===== src/rtl/param_sync_fifo.sv =====
// rtl/param_sync_fifo.sv - parametrised circular-buffer sync FIFO with status flags; FIFO_FWFT_EN selects first-word fall-through
module param_sync_fifo #(
    parameter int WIDTH = 8,
    parameter int D     = 4,
    parameter int AF_TH = D - 1,
    parameter int AE_TH = 1
) (
    input  logic                     clk,
    input  logic                     rst,
    input  logic                     write_en,
    input  logic [WIDTH-1:0]         in,
    input  logic                     read_en,
    output logic [WIDTH-1:0]         out,
    output logic                     full,
    output logic                     empty,
    output logic                     almost_full,
    output logic                     almost_empty,
    output logic [$clog2(D+1)-1:0]   count,
    output logic                     overflow,
    output logic                     underflow
);

    localparam int CW = $clog2(D + 1);
    localparam int PW = (D > 1) ? $clog2(D) : 1;
    localparam logic [PW-1:0] LAST_PTR = PW'(D - 1);

    logic [WIDTH-1:0] mem_q [D];
    logic [PW-1:0]    wr_ptr_q, wr_ptr_d;
    logic [PW-1:0]    rd_ptr_q, rd_ptr_d;
    logic [CW-1:0]    cnt_q, cnt_d;
    logic             overflow_q, underflow_q;
    logic             wr_ok, rd_ok;

    // Status flags are pure decodes of the registered occupancy
    assign full         = (cnt_q == CW'(D));
    assign empty        = (cnt_q == '0);
    assign almost_full  = (cnt_q >= CW'(AF_TH));
    assign almost_empty = (cnt_q <= CW'(AE_TH));
    assign count        = cnt_q;
    assign overflow     = overflow_q;
    assign underflow    = underflow_q;

    // A write at full only fits when the head word leaves on the same edge;
    // a read at empty is never served, even by a concurrent write
    assign wr_ok = write_en && (!full || read_en);
    assign rd_ok = read_en && !empty;

    // Next-state for pointers (explicit wrap so any depth works) and occupancy
    always_comb begin
        wr_ptr_d = wr_ptr_q;
        rd_ptr_d = rd_ptr_q;
        cnt_d    = cnt_q;
        if (wr_ok) begin
            wr_ptr_d = (wr_ptr_q == LAST_PTR) ? '0 : wr_ptr_q + 1'b1;
        end
        if (rd_ok) begin
            rd_ptr_d = (rd_ptr_q == LAST_PTR) ? '0 : rd_ptr_q + 1'b1;
        end
        if (wr_ok && !rd_ok) begin
            cnt_d = cnt_q + 1'b1;
        end else if (rd_ok && !wr_ok) begin
            cnt_d = cnt_q - 1'b1;
        end
    end

    // Storage array; never reset, stale contents are unreachable once pointers clear
    always_ff @(posedge clk) begin
        if (rst && wr_ok) begin
            mem_q[wr_ptr_q] <= in;
        end
    end

    // Pointer, occupancy and error-pulse registers
    always_ff @(posedge clk) begin
        if (!rst) begin
            wr_ptr_q    <= '0;
            rd_ptr_q    <= '0;
            cnt_q       <= '0;
            overflow_q  <= 1'b0;
            underflow_q <= 1'b0;
        end else begin
            wr_ptr_q    <= wr_ptr_d;
            rd_ptr_q    <= rd_ptr_d;
            cnt_q       <= cnt_d;
            overflow_q  <= write_en && full && !read_en;
            underflow_q <= read_en && empty;
        end
    end

`ifdef FIFO_FWFT_EN
    // Head word is presented directly from storage; zero while nothing is held
    assign out = empty ? '0 : mem_q[rd_ptr_q];
`else
    logic [WIDTH-1:0] out_q;

    // Registered read port: data appears the cycle after an accepted read and holds otherwise
    always_ff @(posedge clk) begin
        if (!rst) begin
            out_q <= '0;
        end else if (rd_ok) begin
            out_q <= mem_q[rd_ptr_q];
        end
    end

    assign out = out_q;
`endif

endmodule


===== config.mk =====
export PLATFORM = sky130hd
export DESIGN_NAME = param_sync_fifo
export DESIGN_NICKNAME = d
export VERILOG_FILES = /design/src/rtl/param_sync_fifo.sv
export SDC_FILE = /design/constraint.sdc
export NUM_CORES = 1
export LEC_CHECK = 0
export CAP_MARGIN = 20
export CELL_PAD_IN_SITES_DETAIL_PLACEMENT = 1
export CELL_PAD_IN_SITES_GLOBAL_PLACEMENT = 2
export CORE_MARGIN = 2
export CORE_UTILIZATION = 34
export DETAILED_ROUTE_END_ITERATION = 8
export GPL_TIMING_DRIVEN = 0
export PLACE_DENSITY = 0.84
export SLEW_MARGIN = 20
export SYNTH_ARGS = -nofsm -noshare
export SYNTH_HDL_FRONTEND = slang
export SYNTH_SLANG_ARGS = --single-unit

===== constraint.sdc =====
create_clock -name clk -period 2.1 [get_ports clk]
set_input_delay 0.525 -clock clk [delete_from_list [all_inputs] [get_ports clk]]
set_output_delay 0.525 -clock clk [all_outputs]
set_load 0.05 [all_outputs]

After elaboration in Yosys (flattened, before gate mapping)
Memory sizes are Yosys's and may differ from the RTL's. A register that Yosys moved wholly into a read port is not among the register bits.
Cells that the tools add are included.
Storage, ports and cells
  input bits: 12
  RAM bits: 32
  memories: 1
  flip-flop bits (word level): 9
Memories
  mem_q: depth 4, width 8, read ports 1, clocked after memory_dff 1, write ports 1, RTL line 27  | logic [WIDTH-1:0] mem_q [D];
Cells by class
  add/sub/neg operators: 4
  reductions and logical operators: 17
  multiplexer cells: 6
  $lt $le $gt $ge: 2
  eq/ne operators: 3
Operator list (count)
  $logic_and A1 B1 Y1: 8
  $logic_not A1 Y1: 6
  $mux W3: 2
  $add A2 B1 Y2 const B: 2
  $eq A2 B2 Y1 const B: 2
  $mux W2: 2
  $add A3 B1 Y3 const B: 1
  $eq A3 B3 Y1 const B: 1
  $ge A3 B2 Y1 const B: 1
  $le A3 B1 Y1 const B: 1
  $logic_not A3 Y1: 1
  $sub A3 B1 Y3 const B: 1
  $mux W1: 2
  $reduce_bool A2 Y1: 1
  $logic_or A1 B1 Y1: 1

Depth between registers and ports, before layout
Gate-level depths: netlist of the first run.
  depth after elaboration: 8
  depth in mapped cells: 10

Least setup slack after synthesis of the first run
OpenSTA, ideal clock, no wires.
  path kind: reg2reg
  start point: register cnt_q[0], in the netlist count[0]
  end point: register cnt_q[2], in the netlist count[2]
  required time: 1980 ps
  buffers on the path: 0
  data arrival time: 2464 ps
  period minus slack after synthesis: 2583 ps
  setup slack: -483 ps
  cell stages (with the launch flop): 10
  cells stage by stage: dfxtp_1 -> inv_1 -> ha_1 -> or2b_4 -> inv_2 -> nor2_1 -> inv_1 -> ha_1 -> o21ai_0 -> a21oi_1
Between the ends
  elaborated cells on any way between the ends: 16
RTL lines
  start, declared: RTL line 30  | logic [CW-1:0] cnt_q, cnt_d;
  start signal, assigned: RTL line 84  | cnt_q <= cnt_d;
  $logic_not A3 Y1 (*): RTL line 36  | assign empty = (cnt_q == '0);
  net empty: RTL line 15  | output logic empty,
  $logic_not A1 Y1 (*): RTL line 46  | assign rd_ok = read_en && !empty;
  $logic_and A1 B1 Y1 (*): RTL line 46
  $logic_not A1 Y1: RTL line 59  | if (wr_ok && !rd_ok) begin
  $logic_and A1 B1 Y1: RTL line 59
  $mux W3 or $reduce_bool A2 Y1 (tied branches)
The timed path passes the listed nets; every way through them passes the cells marked *. The select of a mux whose other input is x is not followed.
A chain may end at the register's enable or synchronous reset.

Worst setup path in the final report of the first run
  start point: register cnt_q[0], in the netlist count[0]
  end point: output port count[0]
RTL lines
  end, declared: RTL line 18  | output logic [$clog2(D+1)-1:0] count,
No word-level cell between the ends.

==> impl_metrics.py, run 1 <==
metrics = {
    "status": {
        "outcome": "finished clean",
    },
    "drt": {
        "firstDrtPassIters": 4,
        "drt-vias-per-instance": 4.86,
        "wl_per_cell_um": 16.2,
        "routed_wl_um": 4060,
        "drt_iter0_drc": 38,
        "drc": 0,
        "vias": 1219,
        "ant_nets": 0,
    },
    "critical_path": {
        "critPathMaxStageDelay_ns": 0.82,
        "startpoint_type": "flop",
        "rr_worst_depth": 9,
        "required_ns": 1.57,
        "crit_fanout": 5,
        "crit_family": "buffers and inverters",
        "worstSetupEndpointType": "primary output",
        "reg2reg_to": "count[2]",
        "r2r_setup_slack_ns": 0.18,
        "path_class": "reg -> out",
        "cp_num_buf_inv": 1,
        "arrival_ns": 1.51,
        "rr_startpoint": "count[1]",
        "path_cells": "clkdlybuf4s50_1",
        "slowest_stage": "clkdlybuf4s50_1",
    },
    "logic_synthesis": {
        "synth_area_leaders": "edfxtp_1, dfxtp_1, mux4_2",
        "synth_warnings": 0,
        "synth_top_family_by_area": "multiplexers",
        "synthMuxAreaShare_pct": 9.34,
        "synth_top_area_share_pct": 47.2,
        "synthSimpleGateAreaFrac_pct": 8.97,
        "ys_ff_latch": 49,
        "synth_seq_area_share_pct": 63.9,
        "synth_xor_area_share_pct": 0.860,
        "syn_avg_cell_area_sq_um": 14.5,
        "syn_area_sq_um": 2040,
        "synth_compound_area_share_pct": 6.76,
        "synthAdderAreaFrac_pct": 6.76,
        "synth_cell_types": 29,
        "netlist.top_cell.by_area": "edfxtp_1",
        "synth_fp_nets": 163,
        "synth_cells": 140,
    },
    "final_layout": {
        "fill_cells": 597,
        "finalInstanceArea_sq_um": 2580,
        "syn_to_final_growth_pct": 26.7,
        "multiInputGateArea_sq_um": 696,
        "seq_area_sq_um": 1310,
        "fin_util_pct": 44.1,
        "drive_gt1_share_pct": 22.7,
        "nNetsFinal": 198,
        "num_antenna_cells": 0,
    },
    "clock_network": {
        "clockRootBuffer": "clkbuf_8",
        "cts_tree": "built",
        "clk_pin_slew_worst_paths_ns": 0.09,
        "clock_latency_ns": 0.30,
        "postCtsHoldBufs": 0,
        "clock_path_buffers": 2,
        "clkSinkCount": 49,
        "cts_buffers": 5,
        "ctsHtreeMaxLevel": 2,
    },
    "sta": {
        "rsz0062_at_grt": "false",
        "slew_viol_final": 0,
        "layout_worst_path_cycle_share_pct": 96.7,
        "fin_crit_ns": 2.03,
        "maxSlewHeadroom_pct": 65.1,
        "setup_viol": 0,
        "setup_tns_ns": 0,
        "fmax_mhz": 492,
        "hold_viol": 0,
        "skew_ns": 0.00973,
        "tightest_slew_ns": 0.522,
        "worst_slack_ns": 0.0687,
    },
    "die": {
        "core_area_sq_um": 5850,
        "pin_count": 29,
        "start_util_pct": 34.8,
        "die_x_um": 81.4,
        "row_count": 28,
        "dieArea_sq_um": 6630,
        "die_h_um": 81.4,
    },
    "pwr": {
        "peakVddDrop_mv": 0.618,
        "power_frac_clock_pct": 20.3,
        "pwr-share-comb_pct": 45.3,
        "power_frac_seq_pct": 34.4,
        "p_int_mw": 2.20,
        "power.share.switching_pct": 38.8,
        "power_density_nw_per_um2": 1400,
        "p_sw_mw": 1.40,
        "p_leak_nw": 0.893,
    },
    "worst_hold_path": {
        "whs_path_depth": 2,
        "hold_path_end": "out[4]",
        "holdCritPathClass": "reg -> reg",
        "hp-start": "out[4]",
    },
    "placement": {
        "hpwlAfterDp_um": 2940,
        "place.gp.congestion": 0.738,
        "dpl_cell_area_sq_um": 2420,
        "dp_slack_ns": -0.374,
        "portBuffers": 27,
    },
    "global_route": {
        "grt_max_degree": 16,
        "grt_pass1_vias": 1322,
        "gr-usage-all-layers_pct": 13.7,
        "grt.overflow.total": 0,
        "antenna_found_initial": 0,
        "grt_pass1_wl_um": 6560,
    },
    "job": {
        "maxCapViolCount": 0,
    },
}
-- sequential cells by signal, indices dropped and copies added, names as in the netlist --
name,count
wr_ptr_q,2
overflow,1
underflow,1
mem_q,32
count,3
out,8
rd_ptr_q,2
-- layout by cell type, fill, tap and decap left out, types with 6 or more instances in the layout --
master / netlist / routed
ha_1: 11 / 10
nor2_1: 7 / 6
mux4_2: 8 / 8
edfxtp_1: 32 / 32
clkdlybuf4s50_1: 0 / 23
a21oi_1: 6 / 6
nand2_1: 8 / 8
dfxtp_1: 17 / 15
inv_1: 9 / 7
o2bb2ai_1: 8 / 8
-- per-stage QoR --
stage          instances  total power, mW  hold slack (ns)
2_1_floorplan        140             2.35            0.487
3_3_place_gp         242             2.75            0.452
3_5_place_dp         242             2.81            0.458
4_1_cts              250             3.60            0.471
5_1_grt              251             3.80            0.486
6_report             251             3.61            0.466
-- power groups by stage --
stage / clock network (mW) / logic [mW] / registers, mW
after floorplan: 0 / 0.840 / 1.51
after global placement: 0 / 1.51 / 1.24
after detailed placement: 0 / 1.56 / 1.25
after CTS: 0.737 / 1.63 / 1.23
after global routing: 0.790 / 1.75 / 1.26
final: 0.734 / 1.63 / 1.24
-- metal layers --
metal	up-vias	share of wire [%]	GRT usage, %
li1	581	-	-
met5	-	0	0
met4	0	2.4	5.42
met3	8	2.9	3.78
met1	609	40	15.1
met2	21	55	24.9
-- final cells by class --
type,count,area share (%)
plain buffers,5,1.26
inverters,10,1.84
repair buffers,28,10.6
clock buffers,6,3.64
flip-flops and latches,49,50.7
well taps,75,3.64
clock inverters,2,1.36
multi-input cells,76,27.0
-- worst min-delay path, stage by stage, from the launching register on --
cell,delay [ns]
dfxtp_1,0.32
nand2_1,0.05
o2bb2ai_1,0.06
-- timing repair --
item / CTS / global route
pin swaps: 0 / 1
hold endpoints to repair: 0 / 0
buffers inserted: 0 / 1
resized for setup: 21 / 10
endpoints found under the setup margin: 8 / 30
-- cell usage after synthesis, drive strengths merged --
library cell and instances:
xnor2 1, nor3 4, o21ai 6, nand3 2
nor2b 1, nand2 8, clkbuf 1, mux4 8
a21oi 6, ha 11, xor2 1, nor3b 1
or2b 1, o2bb2ai 8, nand3b 1, inv 10
o21bai 1, and2 5, mux2i 1, or4 2
dfxtp 17, edfxtp 32, buf 4, nor2 7
and3b 1
-- worst max-delay path by stage --
| stage | from | endpoint | slack (ns) | cells past startpoint |
|---|---|---|---|---|
| floorplan | count[0] | count[2] | 0.04 | 9 |
| global placement | count[1] | empty | -0.33 | 5 |
| detailed placement | count[1] | empty | -0.37 | 5 |
| CTS | count[1] | almost_empty | 0.008 | 5 |
| global route | count[1] | full | 0.004 | 4 |
| finish | count[0] | count[0] | 0.07 | 1 |
-- logic make-up (layout without fill, tap and decap cells) --
| group | after synthesis | after routing |
|---|---|---|
| compound gates | 21 | 21 |
| xor+xnor | 2 | 2 |
| fa+ha+maj | 11 | 11 |
| buf+inv | 15 | 51 |
| flops | 49 | 49 |
| mux | 9 | 9 |
| simple gates | 33 | 33 |
Note: power is estimated with default switching activity, not from simulation.
==> run 2, diff against run 1 <==
SETUP_SLACK_MARGIN = 0.5   (was not set)
==> run 2 against run 1 <==
Final cell count rose by 4.4%. Final area up 8.8%. Die area unchanged. Combinational power rose by 31%. Largest cell class unchanged. Highest routed layer unchanged.
==> impl_metrics.py, run 2 (synthesis results as in run 1) <==
metrics = {
    "drt": {
        "ant_nets": 0,
        "wl_per_cell_um": 16.2,
        "drc": 0,
        "routed_wl_um": 4240,
        "drt-vias-per-instance": 4.76,
        "drt_iter0_drc": 27,
        "vias": 1248,
        "firstDrtPassIters": 2,
    },
    "sta": {
        "setup_viol": 0,
        "tightest_slew_ns": 0.509,
        "skew_ns": 0.00207,
        "fin_crit_ns": 1.88,
        "layout_worst_path_cycle_share_pct": 89.4,
        "slew_viol_final": 0,
        "rsz0062_at_grt": "true",
        "maxSlewHeadroom_pct": 66.0,
        "hold_ws_ns": 0.464,
        "setup_tns_ns": 0,
        "fmax_mhz": 533,
        "hold_viol": 0,
    },
    "final_layout": {
        "drive_gt1_share_pct": 42.2,
        "syn_to_final_growth_pct": 37.8,
        "finalInstanceArea_sq_um": 2810,
        "regMostFlops": "mem_q",
        "mostFrequentLayoutCell": "edfxtp_1",
        "instances_no_fill": 262,
        "num_antenna_cells": 0,
        "mostFrequentLayoutCells": "edfxtp_1, buf_4, dfxtp_1",
        "largest_reg_flops": 32,
        "nNetsFinal": 209,
    },
    "placement": {
        "place.gp.congestion": 0.747,
        "hpwlAfterDp_um": 2790,
        "dp.cells": 242,
        "dpl_cell_area_sq_um": 2490,
        "portBuffers": 27,
    },
    "global_route": {
        "grt_pass1_vias": 1372,
        "antenna_found_initial": 0,
        "grt.overflow.total": 0,
        "grt_pass1_wl_um": 6530,
        "grt_util_met2_pct": 23.9,
        "use_met3_pct": 3.33,
        "grt_use_met1_pct": 15.6,
        "busiest_layer": "met2",
        "grt_max_degree": 16,
        "gr-usage-all-layers_pct": 13.8,
    },
    "clock_network": {
        "clock_latency_ns": 0.30,
        "ctsHtreeMaxLevel": 2,
        "cts_tree": "built",
        "clock_path_buffers": 2,
        "clockRootBuffer": "clkbuf_8",
        "cts_buffers": 5,
        "clk_pin_slew_worst_paths_ns": 0.08,
        "clkSinkCount": 49,
        "postCtsHoldBufs": 0,
    },
    "pwr": {
        "power_density_nw_per_um2": 1450,
        "peakVddDrop_mv": 0.759,
        "pwr-share-comb_pct": 52.3,
        "p_sw_mw": 1.57,
        "power.share.switching_pct": 38.6,
        "p_leak_nw": 0.988,
        "p_int_mw": 2.49,
        "power_frac_seq_pct": 30.6,
        "power_frac_clock_pct": 17.0,
    },
    "critical_path": {
        "arrival_ns": 1.35,
        "crit_fanout": 4,
        "required_ns": 1.57,
        "startpoint_type": "flop",
        "worstSetupEndpointType": "primary output",
        "path_class": "reg -> out",
    },
    "worst_hold_path": {
        "holdCritPathClass": "reg -> reg",
    },
    "die": {
        "die_x_um": 81.4,
        "start_util_pct": 34.8,
        "die_h_um": 81.4,
        "dieArea_sq_um": 6630,
        "pin_count": 29,
        "core_area_sq_um": 5850,
        "row_count": 28,
    },
    "job": {
        "maxCapViolCount": 0,
    },
    "status": {
        "outcome": "finished clean",
    },
}
==> run 2: changes by cell type in the layout (fill, tap and decap cells not counted), sizes merged, moves of 2 or more <==
cell,delta
dlygate4sd2,+2
inv,+2
clkdlybuf4s50,-14
clkdlybuf4s15,+10
buf,+13
==> run 2: power by group through the flow <==
stage | logic (mW) | registers, mW | clock network [mW]
floorplan | 0.967 | 1.52 | 0
global placement | 1.64 | 1.25 | 0
detailed placement | 1.68 | 1.26 | 0
CTS | 1.97 | 1.25 | 0.708
global route | 2.27 | 1.26 | 0.741
finish | 2.13 | 1.24 | 0.693
==> run 2: cell type report <==
| class | count | area (sq um) |
|---|---|---|
| Buffer | 5 | 37.5 |
| Clock buffer | 6 | 82.6 |
| Clock inverter | 2 | 37.5 |
| Fill cell | 584 | 3040 |
| Inverter | 10 | 50.0 |
| Multi-Input combinational cell | 76 | 807 |
| Sequential cell | 49 | 1310 |
| Tap cell | 75 | 93.8 |
| Timing Repair Buffer | 39 | 389 |
==> run 2: path summary, 6_finish.rpt <==
| kind | startpoint | end | slack, ns | cells past startpoint |
|---|---|---|---|---|
| hold / removal | out[7] | out[7] | 0.46 | 2 |
| setup / recovery | count[0] | empty | 0.22 | 5 |
| setup reg to reg | count[0] | count[2] | 0.29 | 11 |
| hold reg to reg | out[7] | out[7] | 0.46 | 2 |
==> run 2: worst max-delay path, cell delays in order, from the launching register on <==
cell and delay, ns:
dfxtp_4 0.38, inv_4 0.06, ha_4 0.12, or2b_4 0.29, inv_8 0.07, buf_8 0.13
==> run 2: per-layer routing <==
metal	wire length [um]	share of wire, %
met2	2310	55
met4	78	1.8
met1	1740	41
met3	113	2.7
met5	0	0
==> run 2: what timing repair did <==
| item | CTS | global route |
|---|---|---|
| setup endpoints to repair | 62 | 43 |
| resized for setup | 84 | 7 |
| buffers inserted | 10 | 2 |
| endpoints found under the hold margin | 0 | 0 |
| pin swaps | 7 | 7 |
==> run 2: through the flow <==
stage / total power [mW] / util [%] / setup slack (ns)
after floorplan: 2.49 / - / 0.284
after global placement: 2.89 / 42.6 / -0.154
after detailed placement: 2.95 / 42.6 / -0.175
after CTS: 3.93 / 47.2 / 0.203
after global routing: 4.27 / 48.0 / 0.168
final: 4.07 / 48.0 / 0.223
==> run 3, diff against run 2 <==
GPL_TIMING_DRIVEN = 1   (was 0)
SLEW_MARGIN = not set   (was 20)
==> run 3 against run 2 <==
Register-to-register slack about the same. Critical path depth unchanged. Count of clock-buffer cells in the layout down 1. Combinational power down 5%. First-iteration DRC count up 56%. Final cell count up 0.38%. Via count about the same. Die area unchanged. Clock skew up 0.0045 ns. Worst setup slack worse by 0.0025 ns. Wire length down 0.92%. Critical path type unchanged. Largest cell class unchanged. Largest power group unchanged.
==> impl_metrics.py, run 3 (synthesis results as in run 1) <==
metrics = {
    "clock_network": {
        "cts_tree": "built",
        "clk_pin_slew_worst_paths_ns": 0.09,
        "clkSinkCount": 49,
        "clock_path_buffers": 2,
        "clock_latency_ns": 0.31,
        "ctsHtreeMaxLevel": 2,
        "cts_buffers": 5,
        "postCtsHoldBufs": 0,
        "clockRootBuffer": "clkbuf_8",
    },
    "pwr": {
        "power_frac_clock_pct": 14.3,
        "pwr-share-comb_pct": 52.1,
        "power_density_nw_per_um2": 1390,
        "power.share.switching_pct": 40.0,
        "p_leak_nw": 0.986,
        "p_sw_mw": 1.55,
        "peakVddDrop_mv": 0.657,
        "power_frac_seq_pct": 33.6,
        "p_int_mw": 2.33,
    },
    "global_route": {
        "gr-usage-all-layers_pct": 14.2,
        "grt_pass1_wl_um": 6670,
        "grt_use_met1_pct": 16.9,
        "antenna_found_initial": 0,
        "grt.overflow.total": 0,
        "busiest_layer": "met2",
        "grt_util_met2_pct": 23.8,
        "grt_pass1_vias": 1309,
        "use_met3_pct": 3.67,
        "grt_max_degree": 17,
    },
    "sta": {
        "maxSlewHeadroom_pct": 67.8,
        "hold_viol": 0,
        "rsz0062_at_grt": "true",
        "slew_viol_final": 0,
        "tightest_slew_ns": 0.484,
        "fmax_mhz": 532,
        "fin_crit_ns": 1.88,
        "setup_tns_ns": 0,
        "setup_viol": 0,
        "skew_ns": 0.00661,
        "layout_worst_path_cycle_share_pct": 89.5,
        "hold_ws_ns": 0.468,
    },
    "placement": {
        "portBuffers": 28,
        "place.gp.congestion": 0.783,
        "hpwlAfterDp_um": 3010,
        "dpl_cell_area_sq_um": 2520,
    },
    "critical_path": {
        "path_class": "reg -> out",
        "crit_fanout": 4,
        "rr_startpoint": "count[0]",
        "worstSetupEndpointType": "primary output",
        "required_ns": 1.57,
        "startpoint_type": "flop",
        "rr_worst_depth": 11,
        "r2r_setup_slack_ns": 0.28,
        "arrival_ns": 1.35,
        "reg2reg_to": "count[2]",
    },
    "die": {
        "start_util_pct": 34.8,
        "pin_count": 29,
        "die_h_um": 81.4,
        "row_count": 28,
        "die_x_um": 81.4,
        "core_area_sq_um": 5850,
        "dieArea_sq_um": 6630,
    },
    "drt": {
        "ant_nets": 0,
        "drc": 0,
        "firstDrtPassIters": 4,
        "routed_wl_um": 4200,
        "wl_per_cell_um": 16.0,
        "drt-vias-per-instance": 4.75,
        "vias": 1249,
        "drt_iter0_drc": 42,
    },
    "worst_hold_path": {
        "hold_path_end": "out[4]",
        "holdCritPathClass": "reg -> reg",
        "hp-start": "out[4]",
        "whs_path_depth": 2,
    },
    "final_layout": {
        "fin_util_pct": 47.7,
        "syn_to_final_growth_pct": 36.9,
        "largest_reg_flops": 32,
        "mostFrequentLayoutCells": "edfxtp_1, buf_4, dfxtp_1",
        "finalInstanceArea_sq_um": 2790,
        "regMostFlops": "mem_q",
        "drive_gt1_share_pct": 42.6,
        "nNetsFinal": 210,
        "mostFrequentLayoutCell": "edfxtp_1",
        "num_antenna_cells": 0,
    },
    "status": {
        "outcome": "finished clean",
    },
    "job": {
        "maxCapViolCount": 0,
    },
}
-- run 3: layout make-up --
| class | instances | area [sq um] |
|---|---|---|
| Clock buffer | 5 | 68.8 |
| Clock inverter | 3 | 20.0 |
| Fill cell | 586 | 3060 |
| Inverter | 10 | 52.6 |
| Multi-Input combinational cell | 76 | 801 |
| Sequential cell | 49 | 1310 |
| Tap cell | 75 | 93.8 |
| Timing Repair Buffer | 45 | 439 |
-- run 3: power groups by stage --
stage / combinational, mW / clock [mW] / sequential (mW)
2_1_floorplan: 0.967 / 0 / 1.52
3_3_place_gp: 1.66 / 0 / 1.32
3_5_place_dp: 1.72 / 0 / 1.33
4_1_cts: 1.89 / 0.571 / 1.33
5_1_grt: 2.16 / 0.622 / 1.33
6_report: 2.02 / 0.556 / 1.30
-- run 3: how the worst max path moves through the flow --
stage	endpoint	slack (ns)	depth (start not counted)	startpoint
after CTS	empty	0.21	5	count[1]
after global routing	empty	0.16	5	count[0]
after detailed placement	count[2]	-0.05	7	read_en
after floorplan	count[1]	0.28	9	count[0]
after global placement	count[2]	0.05	6	read_en
final	empty	0.22	5	count[1]
-- run 3: per-layer routing --
| layer | vias to the layer above | routed length [um] |
|---|---|---|
| met2 | 19 | 2220 |
| met5 | - | 0 |
| met1 | 616 | 1770 |
| met3 | 7 | 143 |
| li1 | 607 | - |
| met4 | 0 | 70 |
-- run 3: repair_timing --
item,CTS,global route
gates resized for setup,51,7
buffers inserted,8,5
setup endpoints to repair,52,52
pin swaps,8,7
-- run 3: per-stage QoR --
| stage | worst slack (ns) | instances | power (mW) |
|---|---|---|---|
| 6_report | 0.220 | 263 | 3.88 |
| 5_1_grt | 0.157 | 263 | 4.11 |
| 4_1_cts | 0.212 | 258 | 3.80 |
| 3_5_place_dp | -0.0493 | 242 | 3.05 |
| 3_3_place_gp | 0.0492 | 242 | 2.98 |
| 2_1_floorplan | 0.284 | 140 | 2.49 |
-- run 3: worst max-delay path, cell delays in order (launching register included) --
cell,delay [ns]
dfxtp_4,0.38
inv_6,0.07
ha_4,0.13
or2b_4,0.29
inv_8,0.06
buf_12,0.12
